### src/rtl/rv32_pkg.sv
// rv32_pkg: shared definitions for the rv32 IF stage.
//   - Fetch-controller state encoding (PCF_BOOT / PCF_REQ / PCF_HOLD).
//   - Default address width and reset vector used by pc_fetch_ctrl.
// No ports; imported with `import rv32_pkg::*;`.
package rv32_pkg;

  localparam int unsigned XLEN_DEFAULT         = 32;
  localparam logic [31:0] RESET_VECTOR_DEFAULT = 32'h0000_0000;

  // Fetch controller states (two bits, legacy-compatible constants).
  localparam logic [1:0] PCF_BOOT = 2'd0;  // one idle cycle after reset
  localparam logic [1:0] PCF_REQ  = 2'd1;  // request presented to imem
  localparam logic [1:0] PCF_HOLD = 2'd2;  // no request (hazard stall)

endpackage

### src/rtl/pc_fetch_ctrl.sv
// pc_fetch_ctrl: fetch program-counter controller for the rv32 IF stage.
//
// Owns the architectural fetch PC and presents it to instruction memory over a
// valid/ready handshake. Honours hazard stalls, absorbs EX redirects (also
// while a request waits for ready), and marks accepted fetches that a
// redirect has made wrong-path.
//
// Parameters:
//   XLEN         address / PC width
//   RESET_VECTOR PC after reset (aligned to ILEN_BYTES)
//   ILEN_BYTES   sequential step in bytes (power of two)
//
// Ports:
//   clk, rst            clock, synchronous active-high reset
//   stall               hazard hold, blocks issue of a new request
//   redir_valid/target  one-cycle redirect strobe and destination
//   imem_req_valid/ready, imem_addr   fetch request handshake
//   pc, pc_nxt          registered fetch PC and pc + ILEN_BYTES
//   fetch_fire          request accepted this cycle
//   fetch_kill          accepted fetch is wrong-path
//   misalign_err        sticky misaligned-redirect flag
//
// Build option: define PC_ALIGN_CHECK_EN to reject misaligned redirects and
// report them on misalign_err; otherwise redirect targets are silently
// aligned down and misalign_err is tied low.
module pc_fetch_ctrl
  import rv32_pkg::*;
#(
  parameter int unsigned     XLEN         = XLEN_DEFAULT,
  parameter logic [XLEN-1:0] RESET_VECTOR = XLEN'(RESET_VECTOR_DEFAULT),
  parameter int unsigned     ILEN_BYTES   = 4
) (
  input  logic            clk,
  input  logic            rst,
  input  logic            stall,
  input  logic            redir_valid,
  input  logic [XLEN-1:0] redir_target,
  output logic            imem_req_valid,
  input  logic            imem_req_ready,
  output logic [XLEN-1:0] imem_addr,
  output logic [XLEN-1:0] pc,
  output logic [XLEN-1:0] pc_nxt,
  output logic            fetch_fire,
  output logic            fetch_kill,
  output logic            misalign_err
);

  localparam logic [XLEN-1:0] LOW_MASK = XLEN'(ILEN_BYTES - 1);
  localparam logic [XLEN-1:0] STEP     = XLEN'(ILEN_BYTES);

  logic [1:0]      r_state, w_state_next;
  logic [XLEN-1:0] r_pc, w_pc_next;
  logic            r_pend, w_pend_next;
  logic [XLEN-1:0] r_pend_target, w_pend_target_next;

  // Redirect as seen by the rest of the logic: w_redir_ok says whether it is
  // applied at all, w_redir_tgt is the (aligned) address to use.
  logic            w_redir_ok;
  logic [XLEN-1:0] w_redir_tgt;

`ifdef PC_ALIGN_CHECK_EN
  logic w_misaligned;
  logic r_misalign_err;

  assign w_misaligned = |(redir_target & LOW_MASK);
  assign w_redir_ok   = redir_valid & ~w_misaligned;
  assign w_redir_tgt  = redir_target;

  always_ff @(posedge clk) begin
    if (rst) begin
      r_misalign_err <= 1'b0;
    end else if (redir_valid && w_misaligned) begin
      r_misalign_err <= 1'b1;
    end
  end

  assign misalign_err = r_misalign_err;
`else
  assign w_redir_ok   = redir_valid;
  assign w_redir_tgt  = redir_target & ~LOW_MASK;
  assign misalign_err = 1'b0;
`endif

  // Valid is masked during reset so no fetch is accepted in the cycle a
  // request is abandoned.
  assign imem_req_valid = (r_state == PCF_REQ) && !rst;
  assign fetch_fire     = imem_req_valid & imem_req_ready;
  assign fetch_kill     = fetch_fire & (r_pend | w_redir_ok);
  assign imem_addr      = r_pc;
  assign pc             = r_pc;
  assign pc_nxt         = r_pc + STEP;

  always_comb begin
    w_state_next       = r_state;
    w_pc_next          = r_pc;
    w_pend_next        = r_pend;
    w_pend_target_next = r_pend_target;

    case (r_state)
      PCF_REQ: begin
        if (fetch_fire) begin
          // A redirect arriving with the fire is newer than any pending one.
          if (w_redir_ok) begin
            w_pc_next = w_redir_tgt;
          end else if (r_pend) begin
            w_pc_next = r_pend_target;
          end else begin
            w_pc_next = pc_nxt;
          end
          w_pend_next  = 1'b0;
          w_state_next = stall ? PCF_HOLD : PCF_REQ;
        end else if (w_redir_ok) begin
          // Address must stay stable until accepted; park the redirect.
          w_pend_next        = 1'b1;
          w_pend_target_next = w_redir_tgt;
        end
      end
      default: begin
        // BOOT and HOLD: nothing outstanding, so a redirect lands on pc
        // directly. An unused encoding recovers the same way.
        if (w_redir_ok) begin
          w_pc_next = w_redir_tgt;
        end
        w_state_next = stall ? PCF_HOLD : PCF_REQ;
      end
    endcase
  end

  always_ff @(posedge clk) begin
    if (rst) begin
      r_state       <= PCF_BOOT;
      r_pc          <= RESET_VECTOR;
      r_pend        <= 1'b0;
      r_pend_target <= '0;
    end else begin
      r_state       <= w_state_next;
      r_pc          <= w_pc_next;
      r_pend        <= w_pend_next;
      r_pend_target <= w_pend_target_next;
    end
  end

endmodule

### config.mk
export PLATFORM = sky130hd
export DESIGN_NAME = pc_fetch_ctrl
export DESIGN_NICKNAME = d
export VERILOG_FILES = /design/src/rtl/rv32_pkg.sv /design/src/rtl/pc_fetch_ctrl.sv
export SDC_FILE = /design/constraint.sdc
export NUM_CORES = 1
export LEC_CHECK = 0
export BUFFER_PORTS_ARGS = -buffer_cell sky130_fd_sc_hd__buf_2
export CORE_UTILIZATION = 50
export CTS_BUF_LIST = sky130_fd_sc_hd__clkbuf_4 sky130_fd_sc_hd__clkbuf_8 sky130_fd_sc_hd__clkbuf_16
export DETAILED_ROUTE_END_ITERATION = 8
export GPL_ROUTABILITY_DRIVEN = 1
export GPL_TIMING_DRIVEN = 0
export PLACE_DENSITY_LB_ADDON = 0.15
export REMOVE_ABC_BUFFERS = 1
export SKIP_LAST_GASP = 1
export SLEW_MARGIN = 5
export SYNTH_ARGS = -nofsm -noshare
export SYNTH_HDL_FRONTEND = slang
export SYNTH_SLANG_ARGS = --single-unit
### constraint.sdc
create_clock -name clk -period 3.5 [get_ports clk]
set_input_delay 0.7 -clock clk [delete_from_list [all_inputs] [get_ports clk]]
set_output_delay 0.7 -clock clk [all_outputs]
set_load 0.1 [all_outputs]
==> run summary, run 1 <==
The flow ran to the end, and the final reports show no timing, DRC or antenna violations. The root buffer cell is sky130_fd_sc_hd__clkbuf_8. The count of cells along the worst register-to-register path came out at 4. The number of antenna violations at the first check in global routing came out at 0. TritonCTS built the clock tree. Power spread over the standard cell area amounts to 528 mW/mm^2.

After detailed routing, the number of vias per cell comes to ~5.6. The flip-flop cell with the highest count after synthesis is sky130_fd_sc_hd__dfxtp_1. The port buffer count came out at between 100 and 150.

STA classifies the critical path startpoint as a flip-flop. The number of cells traversed by the worst hold path came out at 2. The count of nets left with antenna violations after detail routing is 0. The largest stage delay on the critical path is 0.51 ns.

The max-cap check violation count is 0. The final count of pins violating max slew is 0. The transition time at the pin with the least slew margin came out at ~1.3 ns. The largest driver fanout on the critical path came out at 8. The post-route fraction of the period consumed by the critical path came out at 0.938. Among cell families on the critical path, the largest total delay comes from simple AND/OR/NAND/NOR gates. The number of enable-type register cells in the synthesized netlist is 0. The largest net degree at the start of global routing came out at 70. The minimum hold slack is between 0.4 and 0.5 ns.

The remaining design rule violation count came out at 0. The layout overhead on the synthesized area is 17.0%. The vertical extent of the die is a little over 90 um. The horizontal die dimension is 90.8 um. Setup repair after global routing left no endpoint under its margin.

The critical path runs through a total of 6 cells. The first global-routing pass estimated 17.6 mm of wire. The number of different library cells used by synthesis comes to 60. The cell row count came out at 32. Walking the worst path, the cells encountered are nand3_4, nor4_4, buf_4, and4_1, xor2_1, buf_2. The insertion delay to the later sink of the worst-skew pair came out at 0.34 ns. The synthesized instance count is 524. The CTS H-tree depth is 3. The number of storage elements in the synthesis netlist came out at 63. The total clock sinks came out at 63. The number of global-route vias before repair is 3,579.

At the placement stage, the worst setup path has a slack of ~0.045 ns. Among all stages on the critical path, the largest delay is contributed by sky130_fd_sc_hd__dfxtp_1. The number of vias in the routed layout is ~4,000. The final wirelength is about 11 mm. The mapped netlist covers slightly below 0.004 mm^2. The wire length per cell after detailed routing is roughly 16 um. IR analysis of the VDD net gives a maximum drop of 0.275 mV. The capturing element type of the critical path is an output pin.

The number of warnings printed during yosys synthesis came out at 0. The post-route clock skew is 0.00908 ns. The placed instance count is approximately 690. Data on the critical path is required at its endpoint by roughly 2.8 ns. The final worst-path setup slack is approximately 0.22 ns.

The achievable clock frequency is 305 MHz. The DRC violation total after the first TritonRoute iteration came out at around 170. The setup path with the least slack is of type flip-flop to output pin.

The final number of hold-violating endpoints is 0. The total leakage power is around 2.1 nW. The total buffers and inverters traversed by the critical path is 2. The count of placed standard cells in the final layout, fillers left out is ~700. The number of detailed-routing iterations run before antenna repair is 5. The final setup violation count came out at 0. The clock-pin slew of the registers on the worst-case setup and hold paths came out at roughly 0.070 ns. The post-detailed-placement half-perimeter wirelength came out at about 7 mm. The final layout net count is between 600 and 700.

The tightest min-delay check is of the flip-flop to flip-flop type. The normalized max-slew margin is 0.126. The async set-or-reset flop fraction in the synthesized netlist came out at 0. The longest clock path from root to sink contains 2 buffers. The global-route congestion overflow total came out at 0. The area of the die is around 0.0082 mm^2.

The boundary pin count came out at approximately 140. The post-synthesis area per instance is 7.52 um^2. The sequential element share of the synthesized area came out at 0.320. The core region is 0.00769 mm^2. The overall track demand over capacity in global routing is 0.264.

The repair_antennas step left the layout with diodes totalling 0. The minimum period implied by the final worst setup slack came out at 3.28 ns. The critical path data arrival time is ~2.6 ns.

The final estimated routing congestion in global placement is 0.766. For this configuration, the core starts out at a cell density of 0.513. The share of layout cells above drive strength 1 came out at 0.280. The number of buffers created by CTS is 9.
## cell usage after synthesis (3+ instances only)
cell type                  count  area [um^2]
sky130_fd_sc_hd__mux2i_1       6         60.1
sky130_fd_sc_hd__buf_2         5         25.0
sky130_fd_sc_hd__dfxtp_1      63         1260
sky130_fd_sc_hd__nor3_1        4         20.0
sky130_fd_sc_hd__nand2b_1     10         62.6
sky130_fd_sc_hd__a31oi_1       4         25.0
sky130_fd_sc_hd__a21oi_1      67          335
sky130_fd_sc_hd__and3_1       11         68.8
sky130_fd_sc_hd__buf_4        38          285
sky130_fd_sc_hd__o21a_1        3         22.5
sky130_fd_sc_hd__o21ai_0      12         60.1
sky130_fd_sc_hd__a31o_2        3         26.3
sky130_fd_sc_hd__nor4_1        6         37.5
sky130_fd_sc_hd__o211ai_1      6         45.0
sky130_fd_sc_hd__buf_1         3         11.3
sky130_fd_sc_hd__nor2_1       32          120
sky130_fd_sc_hd__inv_1        11         41.3
sky130_fd_sc_hd__o32ai_1       3         26.3
sky130_fd_sc_hd__a211oi_1     11         82.6
sky130_fd_sc_hd__o22ai_1       5         31.3
sky130_fd_sc_hd__nand2_1      94          353
sky130_fd_sc_hd__nand4_1       7         43.8
sky130_fd_sc_hd__nand3_1      21          105
sky130_fd_sc_hd__xnor2_1      18          158
sky130_fd_sc_hd__clkbuf_1     25         93.8
sky130_fd_sc_hd__xor2_1        9         78.8
## metal layers
| metal | global-route usage | wire [um] | vias up |
|---|---|---|---|
| met2 | 0.440 | 5260 | 151 |
| met5 | 0 | 0 | - |
| met4 | 0.0926 | 82 | 0 |
| li1 | - | - | 1946 |
| met1 | 0.349 | 4890 | 1881 |
| met3 | 0.0345 | 760 | 9 |
## repair_timing
action	4_1_cts	5_1_grt
endpoints found under the setup margin	10	13
pin swaps	1	1
buffers inserted	2	3
gates resized for setup	3	2
hold buffers	0	0
## placed cells by master (no fill, tap or decap), drive strengths merged, types with 2 or more instances in the layout
cell type    n
buf        133
nand2       94
a21oi       67
dfxtp       63
nor2        32
nand3       23
xnor2       18
clkbuf      13
o21ai       12
inv         11
a211oi      11
and3        11
nand2b      10
nand4       10
xor2         9
nor4         9
conb         7
mux2i        6
o211ai       6
o22ai        5
nor3         4
a31oi        4
a31o         3
o21a         3
o32ai        3
clkinv       3
nor3b        3
and4         2
nor2b        2
a21o         2
or3          2
a41oi        2
a221o        2
a22oi        2
a221oi       2
a311oi       2
## area by class of cell
cell class | instances | area (um^2)
clock inverters | 4 | 45.0
flip-flops and latches | 63 | 1260
well taps | 102 | 128
fillers | 751 | 3070
repair buffers | 134 | 716
multi-input cells | 383 | 2270
clock buffers | 12 | 153
inverters | 11 | 41.3
## power breakdown
| part | internal (W) | leakage (nW) | switching, W |
|---|---|---|---|
| logic | 0.000149 | 1.44 | 0.000812 |
| registers | 0.000757 | 0.516 | 0.0000720 |
| clock network | 0.000361 | 0.107 | 0.000287 |
## flip-flops by register name, indices dropped and copies added, names as in the netlist
name / cells
r_pend: 1
r_pend_target: 30
imem_addr: 30
r_state: 2
## through the flow
| step | utilization | setup TNS, ns | instance area [um^2] | power [W] |
|---|---|---|---|---|
| 3_3_place_gp | 0.560 | -36.70 | 4300 | 0.00179 |
| 6_report | 0.600 | 0 | 4610 | 0.00244 |
| 5_1_grt | 0.600 | 0 | 4610 | 0.00252 |
| 3_5_place_dp | 0.567 | 0 | 4360 | 0.00180 |
| 4_1_cts | 0.596 | 0 | 4580 | 0.00244 |
| 2_1_floorplan | - | -50.35 | 3540 | 0.00163 |
## worst paths after layout
| kind | to | from | slack (ns) |
|---|---|---|---|
| max | pc_nxt[25] | imem_addr[10]$_SDFFE_PP0P_ | 0.22 |
| min | r_pend_target[5]$_SDFFE_PP0P_ | r_pend_target[5]$_SDFFE_PP0P_ | 0.45 |
| max reg2reg | imem_addr[25]$_SDFFE_PP0P_ | r_pend$_SDFFE_PP0P_ | 0.98 |
| min reg2reg | r_pend_target[5]$_SDFFE_PP0P_ | r_pend_target[5]$_SDFFE_PP0P_ | 0.45 |
## tightest hold or removal path: stages (launching register included)
cell	delay, ns
sky130_fd_sc_hd__dfxtp_1	0.31
sky130_fd_sc_hd__nand2_1	0.05
sky130_fd_sc_hd__a21oi_1	0.05
## cell families after synthesis
family,Yosys count,share of synthesized area
flops,63,0.320
other cells,1,0.000951
fa+ha+maj,1,0.00317
xor+xnor,27,0.0600
mux,7,0.0181
buf+inv,84,0.118
compound gates,131,0.203
simple gates,210,0.276
(Power assumes the default switching activity.)
==> run 2, diff against run 1 <==
--- a/config.mk
+++ b/config.mk
@@ -6,6 +6,7 @@
 export NUM_CORES = 1
 export LEC_CHECK = 0
 export BUFFER_PORTS_ARGS = -buffer_cell sky130_fd_sc_hd__buf_2
+export CORE_ASPECT_RATIO = 0.75
 export CORE_UTILIZATION = 50
 export CTS_BUF_LIST = sky130_fd_sc_hd__clkbuf_4 sky130_fd_sc_hd__clkbuf_8 sky130_fd_sc_hd__clkbuf_16
 export DETAILED_ROUTE_END_ITERATION = 8
==> run 2 against run 1 <==
  * Via count shrank 0.20%
  * Sequential share of layout area is 0.12 points lower
  * Clock skew rose by 0.00099 ns
  * Non-clock buffer count decreased by 1
  * Highest routed layer unchanged
  * Utilization increased by 1.8 points
  * Cell count down 0.42%
  * Largest cell class unchanged
==> run summary, run 2 (synthesized netlist as in run 1, its figures left out) <==
The run finished with clean final reports. The insertion delay to the later sink of the worst-skew pair is 0.35 ns (about the same). The wire length of the first global-routing pass is 17.5 mm (-0.55%). The initial standard-cell utilization of the core is 0.526 (+0.0128). The largest net degree at the start of global routing came out at 70 (unchanged). The vertical extent of the die is 78.9 um (-13%). The layout overhead on the synthesized area came out at 17.5%. The post-route fraction of the period consumed by the critical path came out at 0.951 (+0.0126). The logic depth of the worst setup path including buffers is 7 (+1). The minimum period implied by the final worst setup slack is 3.33 ns (+0.0441 ns).

The number of antenna violations at the first check in global routing came to 0 (unchanged). The global-route congestion overflow total came out at 0 (unchanged). The cell with the largest stage delay on the worst path is sky130_fd_sc_hd__dfxtp_1. The total buffers and inverters traversed by the critical path is 2 (unchanged). STA classifies the critical path endpoint as an output pin.

The total clock sinks came to 63 (unchanged). The achievable clock frequency is 301 MHz (-1.3%). The post-detailed-route via-to-cell ratio is 5.64 (+0.22%). The minimum hold slack came out at 0.450 ns (-0.000702 ns).

The worst IR drop on VDD came out at 0.285 mV (+3.8%). The final wirelength came out at 11.0 mm (-0.16%). The horizontal die dimension came out at 105 um (+15%).

The boundary pin count was 137 (unchanged). Leaving out fill and tap cells, the most frequent cell in the layout is sky130_fd_sc_hd__buf_2. The count of nets left with antenna violations after detail routing is 0 (unchanged). The max-cap check violation count is 0 (unchanged). The kind of cell with the highest combined delay on the critical path is simple AND/OR/NAND/NOR gates. The remaining design rule violation count came out at 0 (unchanged). The overall track demand over capacity in global routing came out at 0.267 (+0.00295). The critical path goes through ha_1, nand3_2, nor4_4, buf_4, nand2_1, xnor2_1, buf_2. The final number of hold-violating endpoints came out at 0 (unchanged). The largest driver fanout on the critical path was 8 (unchanged). The final count of pins violating max slew is 0 (unchanged). The required time of the worst setup path was 2.80 ns (about the same).

The total leakage power is 2.07 nW (+0.24%). The tightest min-delay check is of the flip-flop to flip-flop type. The critical path data arrival time came out at 2.63 ns (+0.05 ns). The number of buffers created by CTS is 9 (unchanged).

The number of global-route vias before repair is 3,470 (-3.0%). The core footprint came out at 0.00750 mm^2 (-2.4%). The CTS H-tree depth is 3 (unchanged).

The total power divided by cell area was 539 mW/mm^2 (+2.0%). The cell row count came out at 27 (-16%). The DRC violation total after the first TritonRoute iteration is 296 (+72%).

The wire length per cell after detailed routing is 15.6 um (+0.26%). The number of detailed-routing iterations run before antenna repair is 5 (unchanged). The transition time at the pin with the least slew margin came out at 1.33 ns (+0.0163 ns). The worst setup path is launched from a flip-flop. Setup repair after global routing left no endpoint under its margin.

TritonCTS built the clock tree. The post-route clock skew is 0.0101 ns (+0.000990 ns). The number of antenna diodes came to 0 (unchanged). The final estimated routing congestion in global placement is 0.752 (-1.9%). The post-layout total power is 0.00250 W (+2.5%). The critical path in this run is classified as flip-flop to output pin. The final standard cell area without fillers came to 0.00463 mm^2 (+0.43%). The sum of negative setup slack is 0 ns (unchanged).

The clock-pin slew of the registers on the worst-case setup and hold paths came out at 0.07 ns (about the same). The final cell utilization of the core came out at 0.618 (+0.0177). The maximum number of buffers from clock root to sink is 2 (unchanged). The cell area after placement is 0.00436 mm^2 (+0.14%).

The root buffer cell is sky130_fd_sc_hd__clkbuf_8. The normalized max-slew margin is 0.116 (-0.0109). The top cell types in the final layout, fill and taps aside, are sky130_fd_sc_hd__buf_2 (125), sky130_fd_sc_hd__nand2_1 (94), sky130_fd_sc_hd__a21oi_1 (66). The post-detailed-placement half-perimeter wirelength is 7.10 mm (+1.8%). The largest stage delay on the critical path is 0.52 ns (about the same).

The final setup violation count is 0 (unchanged). The count of cells along the worst register-to-register path is 4 (unchanged). The final layout net count is 639 (-0.16%). The share of layout cells above drive strength 1 is 0.279 (-0.000727). The number of cells traversed by the worst hold path is 2 (unchanged).

The area of the die was 0.00825 mm^2 (about the same). The number of vias in the routed layout is 3,979 (-0.20%). The port buffer count came to 127 (unchanged).
[run 2: final cells by class]
| type | count | area, um^2 |
|---|---|---|
| Clock buffer | 11 | 145 |
| Clock inverter | 4 | 70.1 |
| Fill cell | 724 | 2870 |
| Inverter | 11 | 41.3 |
| Multi-Input combinational cell | 383 | 2280 |
| Sequential cell | 63 | 1260 |
| Tap cell | 101 | 126 |
| Timing Repair Buffer | 133 | 713 |
[run 2: path summary, 6_finish.rpt]
path	slack, ns	from	to
worst max-delay path	0.17	imem_addr[2]$_SDFFE_PP0P_	pc_nxt[18]
worst min-delay path	0.45	r_pend_target[6]$_SDFFE_PP0P_	r_pend_target[6]$_SDFFE_PP0P_
worst max register to register	1.04	r_pend$_SDFFE_PP0P_	imem_addr[25]$_SDFFE_PP0P_
worst min register to register	0.45	r_pend_target[6]$_SDFFE_PP0P_	r_pend_target[6]$_SDFFE_PP0P_
[run 2: report_power, final]
group	internal, W	total (W)	switching (W)
registers	0.000757	0.000829	0.0000714
logic	0.000150	0.000963	0.000814
clock network	0.000422	0.000706	0.000284
total	0.00133	0.00250	0.00117
[run 2: timing repair]
| action | CTS | global route |
|---|---|---|
| pin swaps | 1 | 1 |
| hold buffers | 0 | 0 |
| endpoints found under the hold margin | 0 | 0 |
| setup endpoints to repair | 11 | 12 |
| cloned | 0 | 0 |
| gates resized for setup | 3 | 2 |
| buffers inserted | 2 | 2 |
[run 2: metrics by stage]
step | worst slack (ns) | cells
global placement | -1.58 | 685
finish | 0.173 | 706
CTS | -0.00237 | 704
floorplan | -1.97 | 457
global route | 0.00545 | 706
detailed placement | 0.0439 | 687
[run 2: worst register-to-register path, stage by stage, from the launching register on]
cell	delay (ns)
sky130_fd_sc_hd__dfxtp_2	0.59
sky130_fd_sc_hd__or4b_1	0.98
sky130_fd_sc_hd__or3_1	0.43
sky130_fd_sc_hd__mux2_2	0.26
sky130_fd_sc_hd__a21oi_1	0.12
[run 2: per-layer routing]
layer  share of wire  vias to the layer above  track usage  wire (um)
li1                -                     1944            -          -
met1            0.45                     1840        0.359       4970
met2            0.46                      183        0.430       5000
met3           0.084                       12       0.0534        919
met4          0.0086                        0       0.0857         94
met5               0                        -            0          0
